## src/rtl/right_shift_deser_ctrl_if.sv

```systemverilog
// Serial-in / word-out handshake bundle for the right-shift deserializer.
// Master is the bit source plus word consumer; slave is the controller.
interface right_shift_deser_ctrl_if #(
   parameter int DEPTH = 8
);
   localparam int CW = $clog2(DEPTH) + 1;

   logic             in;
   logic             in_valid;
   logic             in_ready;
   logic             flush;
   logic [DEPTH-1:0] out;
   logic             out_valid;
   logic             out_ready;
   logic [CW-1:0]    bit_count;

   modport master (
      output in, in_valid, flush, out_ready,
      input  in_ready, out, out_valid, bit_count
   );

   modport slave (
      input  in, in_valid, flush, out_ready,
      output in_ready, out, out_valid, bit_count
   );
endinterface

```

## src/rtl/right_shift_deser_ctrl.sv

```systemverilog
// Right-shift serial-to-parallel controller: word valid the cycle after the DEPTH-th accept
// (or DEPTH-k cycles after a flush); while a held word is stalled, in_ready drops so no bit is lost.
module right_shift_deser_ctrl #(
   parameter int DEPTH = 8
) (
   input  logic                          clk,
   input  logic                          reset,
   right_shift_deser_ctrl_if.slave       bus
);
   localparam int CW = $clog2(DEPTH) + 1;

   typedef enum logic [1:0] {
      FILL = 2'd0,
      PAD  = 2'd1,
      FULL = 2'd2
   } state_t;

   state_t           state_q, state_d;
   logic [DEPTH-1:0] shreg_q, shreg_d;
   logic [CW-1:0]    cnt_q, cnt_d;
   logic             in_ready;
   logic             accept;
   logic             consume;
   logic             last_bit;

   assign in_ready = (state_q == FILL) || ((state_q == FULL) && bus.out_ready);
   assign accept   = bus.in_valid && in_ready;
   assign consume  = (state_q == FULL) && bus.out_ready;
   assign last_bit = (cnt_q == CW'(DEPTH - 1));

   always_comb begin
      state_d = state_q;
      shreg_d = shreg_q;
      cnt_d   = cnt_q;
      case (state_q)
         FILL: begin
            if (accept) begin
               shreg_d = {bus.in, shreg_q[DEPTH-1:1]};
               cnt_d   = cnt_q + CW'(1);
               if (last_bit) begin
                  state_d = FULL;
               end else if (bus.flush) begin
                  state_d = PAD;
               end
            end else if (bus.flush && (cnt_q != '0)) begin
               state_d = PAD;
            end
         end
         PAD: begin
            shreg_d = {1'b0, shreg_q[DEPTH-1:1]};
            cnt_d   = cnt_q + CW'(1);
            if (last_bit) begin
               state_d = FULL;
            end
         end
         FULL: begin
            // A consume frees the slot, so a bit offered in the same cycle starts the next word.
            if (consume) begin
               state_d = FILL;
               if (accept) begin
                  shreg_d = {bus.in, {(DEPTH-1){1'b0}}};
                  cnt_d   = CW'(1);
               end else begin
                  shreg_d = '0;
                  cnt_d   = '0;
               end
            end
         end
         default: begin
            state_d = FILL;
            shreg_d = '0;
            cnt_d   = '0;
         end
      endcase
   end

   always_ff @(posedge clk) begin
      if (reset) begin
         state_q <= FILL;
         shreg_q <= '0;
         cnt_q   <= '0;
      end else begin
         state_q <= state_d;
         shreg_q <= shreg_d;
         cnt_q   <= cnt_d;
      end
   end

   assign bus.in_ready  = in_ready;
   assign bus.out       = shreg_q;
   assign bus.out_valid = (state_q == FULL);
   assign bus.bit_count = cnt_q;
endmodule

```

## src/flat_wrapper.sv

```systemverilog
// flat-port wrapper written by rule: the top's interface ports become plain ports
module right_shift_deser_ctrl_flat 
#(
   parameter int DEPTH = 8
)
  (clk, reset, bus_in, bus_in_valid, bus_flush, bus_out_ready, bus_in_ready, bus_out, bus_out_valid, bus_bit_count);
  right_shift_deser_ctrl_if #(.DEPTH(DEPTH)) bus_i ();
  input  logic clk;
  input  logic reset;
  input wire logic [$bits(bus_i.in)-1:0] bus_in;
  input wire logic [$bits(bus_i.in_valid)-1:0] bus_in_valid;
  input wire logic [$bits(bus_i.flush)-1:0] bus_flush;
  input wire logic [$bits(bus_i.out_ready)-1:0] bus_out_ready;
  output wire logic [$bits(bus_i.in_ready)-1:0] bus_in_ready;
  output wire logic [$bits(bus_i.out)-1:0] bus_out;
  output wire logic [$bits(bus_i.out_valid)-1:0] bus_out_valid;
  output wire logic [$bits(bus_i.bit_count)-1:0] bus_bit_count;
  assign bus_i.in = bus_in;
  assign bus_i.in_valid = bus_in_valid;
  assign bus_i.flush = bus_flush;
  assign bus_i.out_ready = bus_out_ready;
  assign bus_in_ready = bus_i.in_ready;
  assign bus_out = bus_i.out;
  assign bus_out_valid = bus_i.out_valid;
  assign bus_bit_count = bus_i.bit_count;
  right_shift_deser_ctrl #(.DEPTH(DEPTH)) u_core (.clk(clk), .reset(reset), .bus(bus_i));
endmodule
```

## config.mk

```make
export PLATFORM = sky130hd
export DESIGN_NAME = right_shift_deser_ctrl_flat
export DESIGN_NICKNAME = d
export VERILOG_FILES = /design/src/rtl/right_shift_deser_ctrl_if.sv /design/src/rtl/right_shift_deser_ctrl.sv /design/src/flat_wrapper.sv
export SDC_FILE = /design/constraint.sdc
export NUM_CORES = 1
export LEC_CHECK = 0
export CAP_MARGIN = 20
export CORE_UTILIZATION = 46
export CTS_CLUSTER_DIAMETER = 30
export DETAILED_ROUTE_END_ITERATION = 6
export PLACE_DENSITY_LB_ADDON = 0.12
export SYNTH_ARGS = -nofsm -noshare
export SYNTH_HDL_FRONTEND = slang
export SYNTH_SLANG_ARGS = --single-unit
```

## constraint.sdc

```tcl
create_clock -name clk -period 1.68 [get_ports clk]
set_input_delay 0.252 -clock clk [delete_from_list [all_inputs] [get_ports clk]]
set_output_delay 0.252 -clock clk [all_outputs]
set_load 0.02 [all_outputs]
```

After elaboration in Yosys (flattened, before gate mapping)
Index checks and enable logic that the tools add are counted.
Cells by class
  add/sub/neg operators: 1
  equal/unequal tests: 8
  multiplexer cells: 15
  reduce and logical (&&, ||, !) cells: 8
Operator list (count)
  $mux 8: 3
  $pmux 8 s3: 1
  $mux 2: 6
  $pmux 4 s3: 1
  $mux 4: 2
  $ne 2x1->1 const B: 3
  $pmux 2 s3: 1
  $add 4x1->4 const B: 1
  $eq 4x3->1 const B: 1
  $ne 4x4->1 const B: 1
  $reduce_and 4->1: 1
  $reduce_bool 4->1: 1
  $logic_and 1x1->1: 3
  $ne 3x2->1 const B: 1
  $eq 2x1->1 const B: 1
  $eq 2x2->1 const B: 1
  $logic_not 2->1: 1
  $reduce_and 2->1: 1
  $logic_or 1x1->1: 1
  $mux 1: 1
Storage, ports and cells
  register bits after elaboration: 14
  input port bits: 6
  logic and storage cells: 35

Logic depth before layout (Yosys ltp)
Gate-level depths: netlist of the first run.
  depth after elaboration: 7
  gate-level depth with buffers: 6
  gate-level depth less buffers: 6

Worst setup path before layout of the first run
No wires, ideal clock.
  kind: register to register
  start: register u_core.cnt_q[0], in the netlist u_core.bus.bit_count[0]
  end: register u_core.state_q[0]
  arrival time: 1.365 ns
  slack: 0.241 ns
  cell stages (with the launch flop): 5
  path buffers: 0
  period minus slack after synthesis: 1.439 ns
  cells stage by stage: dfxtp_1 -> ha_1 -> and4bb_2 -> or4b_1 -> o21ai_0
On the way
  longest elaborated chain between the ends: 4
Ends and longest elaborated chain
  start: declaration: RTL line right_shift_deser_ctrl.sv:20  | logic [CW-1:0] cnt_q, cnt_d;
  start signal: assignment: RTL line right_shift_deser_ctrl.sv:85  | cnt_q <= cnt_d;
  $eq 4x3->1 / $reduce_bool 4->1 (equally long branches): RTL line right_shift_deser_ctrl.sv:29, right_shift_deser_ctrl.sv:45
  $mux 2 / $logic_and 1x1->1 (equally long branches): RTL line right_shift_deser_ctrl.sv:40, right_shift_deser_ctrl.sv:45
  $mux 2 / $ne 3x2->1 (equally long branches)
  $pmux 2 s3 / $reduce_and 4->1 (equally long branches)
  end signal: assignment: RTL line right_shift_deser_ctrl.sv:83  | state_q <= state_d;
  end: declaration: RTL line right_shift_deser_ctrl.sv:18  | state_t state_q, state_d;
Several ways; a longest one is shown, not always the timed one.
A chain may end at the register's enable or synchronous reset.

Worst setup path after layout of the first run
  start: register u_core.cnt_q[2], in the netlist u_core.bus.bit_count[2]
  end: output port bus_bit_count[2]
RTL lines
  end: declaration: RTL line flat_wrapper.sv:17  | output wire logic [$bits(bus_i.bit_count)-1:0] bus_bit_count;
No word-level cell between the ends.

==> out/metrics.yaml, run 1 <==
status: "finished clean"
worstSetupStartpoint: "u_core.bus.bit_count[2]"
vias_per_cell: 5.39
fin_nets: 119
worst_slew_pin_slew_ns: 0.465
drt-initial-drc-count: 10
die-width_um: 42.1
synth_top_cell_by_area: "dfxtp_1"
syn_nets: 92
antenna_left: 0
place_area_um2: 982
ff2ff_setup_slack_ns: 0.24
critPathTopFamily: "buffers and inverters"
cts_root_buf: "clkbuf_4"
place_inst: 122
r2r-end: "u_core.state_q[0]"
drc: 0
die_area_um2: 1770
crit_arrival_ns: 1.34
p_leak_uw: 0.000377
place_hpwl_um: 1150
cp_max_fo: 6
rsz0062_at_grt: "no"
core_um2: 1510
fin_crit_ns: 1.59
crit_type: "register to output port"
clockBufferDepth: 2
cts_tree: "done"
worstPathRequired_ns: 1.43
postCtsSetupRepairBufs: 0
fin_cells: 126
yosys_warnings: 0
ys_types: 31
r2r_start: "u_core.bus.bit_count[1]"
fin_setup_tns_ns: 0
antenna_found_initial: 0
drv_slew: 0
synthToLayoutAreaGrowth_pct: 37.7
port_buffers: 19
skew_ns: 0.00295
syn_inst: 84
htree_levels: 1
antenna-diode-count: 0
drive_above_1_share: 0.218
hold_violations: 0
hold_class: "register to register"
start_kind: "register"
cts_sinks: 14
slowest_stage: "clkdlybuf4s50_1"
syn-cell-area_um2: 739
syn_area_per_cell_um2: 8.80
power_density_nw_per_um2: 772
finalInstanceArea_um2: 1020
synth_top_area_frac: 0.379
firstDrtPassIters: 6
ir_drop_mv: 0.611
ios: 20
grt_start_max_net_pins: 17
rows: 14
synth_seq_cells: 14
clk_pin_slew_ns: 0.09
grt_pass1_wl_um: 2770
end_kind: "output port"
finalWeightedCongestion: 0.818
fmax_ghz: 0.627
vias: 679
start_util: 0.491
cp.depth: 1
gr-usage-all-layers: 0.199
final_common_cell: "clkdlybuf4s50_1"
ff2ff_path_depth: 4
seq_area_frac_synth: 0.379
period_share: 0.949
cts_buffers: 3
synthTopCellsByArea: "dfxtp_1 38%, or3b_2 7.1%, a21oi_1 6.1%, o21ai_0 4.1%, nand2_1 4.1%"
die_h_um: 42.1
setup_violations: 0
slew_headroom: 0.689
clk_latency_ns: 0.28
post_drt_wl_per_cell_um: 12.5
crit_path_max_incr_delay_ns: 0.64
endpoint: "bus_bit_count[2]"
grt_overflow_total: 0
mostFrequentLayoutCells: "17 x clkdlybuf4s50_1, 12 x dfxtp_1, 9 x a21oi_1"
hold-worst-slack_ns: 0.456
drv_cap: 0
grt_pass1_vias: 646
cp_cell_sequence: "clkdlybuf4s50_1"
n_fill_cell: 133
path_buf_inv: 1
routed_wl_um: 1570
## power by group
group          total [uW]  switching (uW)  internal (uW)
Clock                 241             110            132
Sequential            384            33.5            351
Combinational         161            77.4           83.5
## final cells by class
class,instances,area [um^2],share of cell area
Clock buffer,4,36.3,0.0356
Sequential cell,14,283,0.278
Timing Repair Buffer,27,248,0.243
Tap cell,16,20.0,0.0197
Inverter,2,7.51,0.00737
Multi-Input combinational cell,63,424,0.416
## timing repair
action / CTS / global route
endpoints found under the setup margin: 2 / 0
hold buffers: 0 / 0
resized for setup: 4 / 0
## routing by layer
metal / wire length, um / GRT usage / vias up
li1: - / - / 353
met1: 784 / 0.270 / 309
met2: 722 / 0.316 / 17
met3: 64 / 0.0517 / 0
met4: 0 / 0.0500 / 0
met5: 0 / 0 / -
## registers in the layout, indices dropped and copies added (netlist names)
register / cells
u_core.bus.out: 8
u_core.state_q: 2
u_core.bus.bit_count: 4
## worst min path at each step
stage / slack [ns] / startpoint / end / cells past startpoint
CTS: 0.46 / u_core.bus.out[0] / u_core.bus.out[0] / 2
finish: 0.46 / u_core.bus.out[0] / u_core.bus.out[0] / 2
floorplan: 0.33 / reset / u_core.bus.bit_count[2] / 1
detailed placement: 0.45 / u_core.bus.out[0] / u_core.bus.out[0] / 2
global route: 0.48 / u_core.bus.out[0] / u_core.bus.out[0] / 2
global placement: 0.44 / u_core.bus.out[0] / u_core.bus.out[0] / 2
## Yosys cell counts
| library cell | instances |
|---|---|
| dfxtp_1 | 14 |
| a21oi_1 | 9 |
| nand2_1 | 8 |
| o21ai_0 | 6 |
| or3b_2 | 6 |
| nor3_1 | 5 |
| nor2b_1 | 4 |
| clkbuf_1 | 3 |
| ha_1 | 2 |
| inv_1 | 2 |
| nor2_1 | 2 |
| o31ai_1 | 2 |
| or3b_1 | 2 |
| xor2_1 | 2 |
| a32oi_1 | 1 |
| and2_2 | 1 |
| and2b_4 | 1 |
| and3_1 | 1 |
| and4b_1 | 1 |
| and4bb_2 | 1 |
| buf_2 | 1 |
| buf_6 | 1 |
| nand2b_1 | 1 |
| nand4b_1 | 1 |
| nor3_4 | 1 |
| nor4_1 | 1 |
| nor4b_1 | 1 |
| o211ai_1 | 1 |
| o21a_1 | 1 |
| or2b_1 | 1 |
| or4b_1 | 1 |
## cells by family (layout without fill, tap and decap cells)
group,Yosys count,after routing,synth area share
AND/OR/NAND/NOR,39,39,0.362
AO/OA/AOI/OAI,20,20,0.154
flip-flops,14,14,0.379
buffers and inverters,7,33,0.0474
adder cells (fa/ha/maj),2,2,0.0338
XOR/XNOR,2,2,0.0237
## through the flow
stage	setup WS (ns)	total power, uW	util
2_1_floorplan	0.241	490	-
3_3_place_gp	-0.114	551	0.652
3_5_place_dp	-0.124	556	0.652
4_1_cts	0.0837	795	0.676
5_1_grt	0.0221	832	0.676
6_report	0.0852	786	0.676
Note: power is estimated with default switching activity, not from simulation.
==> run 2, diff against run 1 <==
- CORE_MARGIN: default -> 1.5
==> run 2 against run 1 <==
Net effect:
- combinational power hardly changed
- hold slack worse by 0.0038 ns
- clock skew is 0.0011 ns lower
- register-to-register slack hardly changed
- non-clock buffer count is 2 lower
- cell count is 1.6% lower
- routed wire length is 1.5% lower
- core utilization is 1.0 points lower
- clock-buffer cell count stayed put
- largest cell class unchanged
- highest routed layer is now met4
==> out/metrics.yaml, run 2 (synthesized netlist as in run 1, its figures left out) <==
fin_nets: 117  # -1.7%
ff2ff_path_depth: 4  # unchanged
die-width_um: 43.1  # +2.4%
fin_cells: 124  # -1.6%
p_leak_uw: 0.000367  # -2.7%
drc: 0  # unchanged
grt_overflow_total: 0  # unchanged
hold-worst-slack_ns: 0.452  # -0.00382 ns
worst_slack_ns: 0.0920  # +0.00680 ns
routed_wl_um: 1550  # -1.5%
antenna-diode-count: 0  # unchanged
rsz0062_at_grt: "no"
crit_type: "register to output port"
post-route-util: 0.666  # -0.00997
drv_slew: 0  # unchanged
rows: 14  # unchanged
ff2ff_setup_slack_ns: 0.25  # about the same
synthToLayoutAreaGrowth_pct: 35.7
grt_pass1_vias: 605  # -6.3%
mostFrequentLayoutCells: "17 x clkdlybuf4s50_1, 12 x dfxtp_1, 9 x a21oi_1"
place_inst: 120  # -1.6%
slew_headroom: 0.684  # -0.00491
worstPathRequired_ns: 1.43  # about the same
crit_path_max_incr_delay_ns: 0.64  # about the same
die_area_um2: 1860  # +4.8%
core_um2: 1510  # unchanged
slowest_stage: "clkdlybuf4s50_1"
start_kind: "register"
r2r_start: "u_core.bus.bit_count[0]"
cts_sinks: 14  # unchanged
antenna_left: 0  # unchanged
cts_tree: "done"
status: "finished clean"
power_density_nw_per_um2: 778  # +0.81%
die_h_um: 43.1  # +2.4%
grt_start_max_net_pins: 17  # unchanged
post_drt_wl_per_cell_um: 12.5  # +0.12%
place_ws_ns: -0.136  # -0.0112 ns
period_share: 0.945  # -0.00405
endpoint: "bus_bit_count[2]"
finalWeightedCongestion: 0.793  # -3.1%
hold_violations: 0  # unchanged
largest_reg_flops: 8  # unchanged
r2r-end: "u_core.state_q[0]"
fmax_ghz: 0.630  # +0.43%
gr-usage-all-layers: 0.179  # -0.0195
drv_cap: 0  # unchanged
path_buf_inv: 1  # unchanged
n_fill_cell: 135  # +1.5%
end_kind: "output port"
antenna_found_initial: 0  # unchanged
clk_latency_ns: 0.27  # about the same
critPathTopFamily: "buffers and inverters"
vias_per_cell: 5.40  # +0.12%
cp_cell_sequence: "clkdlybuf4s50_1"
grt_pass1_wl_um: 2500  # -9.7%
final_common_cell: "clkdlybuf4s50_1"
hold_class: "register to register"
start_util: 0.491  # unchanged
crit_arrival_ns: 1.34  # about the same
ios: 20  # unchanged
firstDrtPassIters: 4  # -2
ir_drop_mv: 0.775  # +27%
cp_max_fo: 6  # unchanged
power.total_uw: 781  # -0.67%
drt-initial-drc-count: 3  # -7
skew_ns: 0.00186  # -0.00108 ns
place_hpwl_um: 1140  # -0.91%
cts_buffers: 3  # unchanged
worstSetupStartpoint: "u_core.bus.bit_count[2]"
worst_slew_pin_slew_ns: 0.473  # +0.00734 ns
cp.depth: 1  # unchanged
cts_root_buf: "clkbuf_4"
clk_pin_slew_ns: 0.08  # about the same
htree_levels: 1  # unchanged
setup_violations: 0  # unchanged
vias: 669  # -1.5%
drive_above_1_share: 0.204  # -0.0145
clockBufferDepth: 2  # unchanged
fin_crit_ns: 1.59  # -0.00680 ns
port_buffers: 19  # unchanged
==> run 2: report_power, final <==
part           total [uW]  internal (uW)  switching [uW]
sequential            385            351            34.6
combinational         159           82.3            76.6
clock                 237            132             105
total                 781            564             216
==> run 2: what timing repair did <==
action,CTS,global route
gates resized for setup,4,0
hold buffers,0,0
setup buffers,0,0
endpoints found under the setup margin,2,0
==> run 2: worst min path at each step <==
stage	start	to	slack, ns	cells past startpoint
final	u_core.bus.out[0]	u_core.bus.out[0]	0.45	2
after detailed placement	u_core.bus.out[0]	u_core.bus.out[0]	0.44	2
after CTS	u_core.bus.out[0]	u_core.bus.out[0]	0.46	2
after floorplan	reset	u_core.bus.bit_count[2]	0.33	1
after global placement	u_core.bus.out[0]	u_core.bus.out[0]	0.44	2
after global routing	u_core.bus.out[0]	u_core.bus.out[0]	0.48	2
==> run 2: layout make-up <==
class / instances / area [um^2] / area share
repair buffers: 25 / 233 / 0.232
well taps: 16 / 20.0 / 0.0200
flip-flops and latches: 14 / 283 / 0.282
clock buffers: 4 / 36.3 / 0.0362
multi-input cells: 63 / 424 / 0.423
inverters: 2 / 7.51 / 0.00748
==> run 2: metrics by stage <==
| step | instance area, um^2 | TNS [ns] |
|---|---|---|
| final | 1000 | 0 |
| after floorplan | 739 | 0 |
| after global placement | 967 | -0.422 |
| after global routing | 1000 | 0 |
| after detailed placement | 967 | -0.721 |
| after CTS | 1000 | 0 |
==> run 2: per-layer routing <==
| metal | vias to the layer above | global-route usage | wire (um) |
|---|---|---|---|
| met5 | - | 0 | 0 |
| met1 | 301 | 0.229 | 747 |
| met4 | 0 | 0.0364 | 10 |
| met3 | 2 | 0.0638 | 68 |
| li1 | 352 | - | - |
| met2 | 14 | 0.290 | 720 |
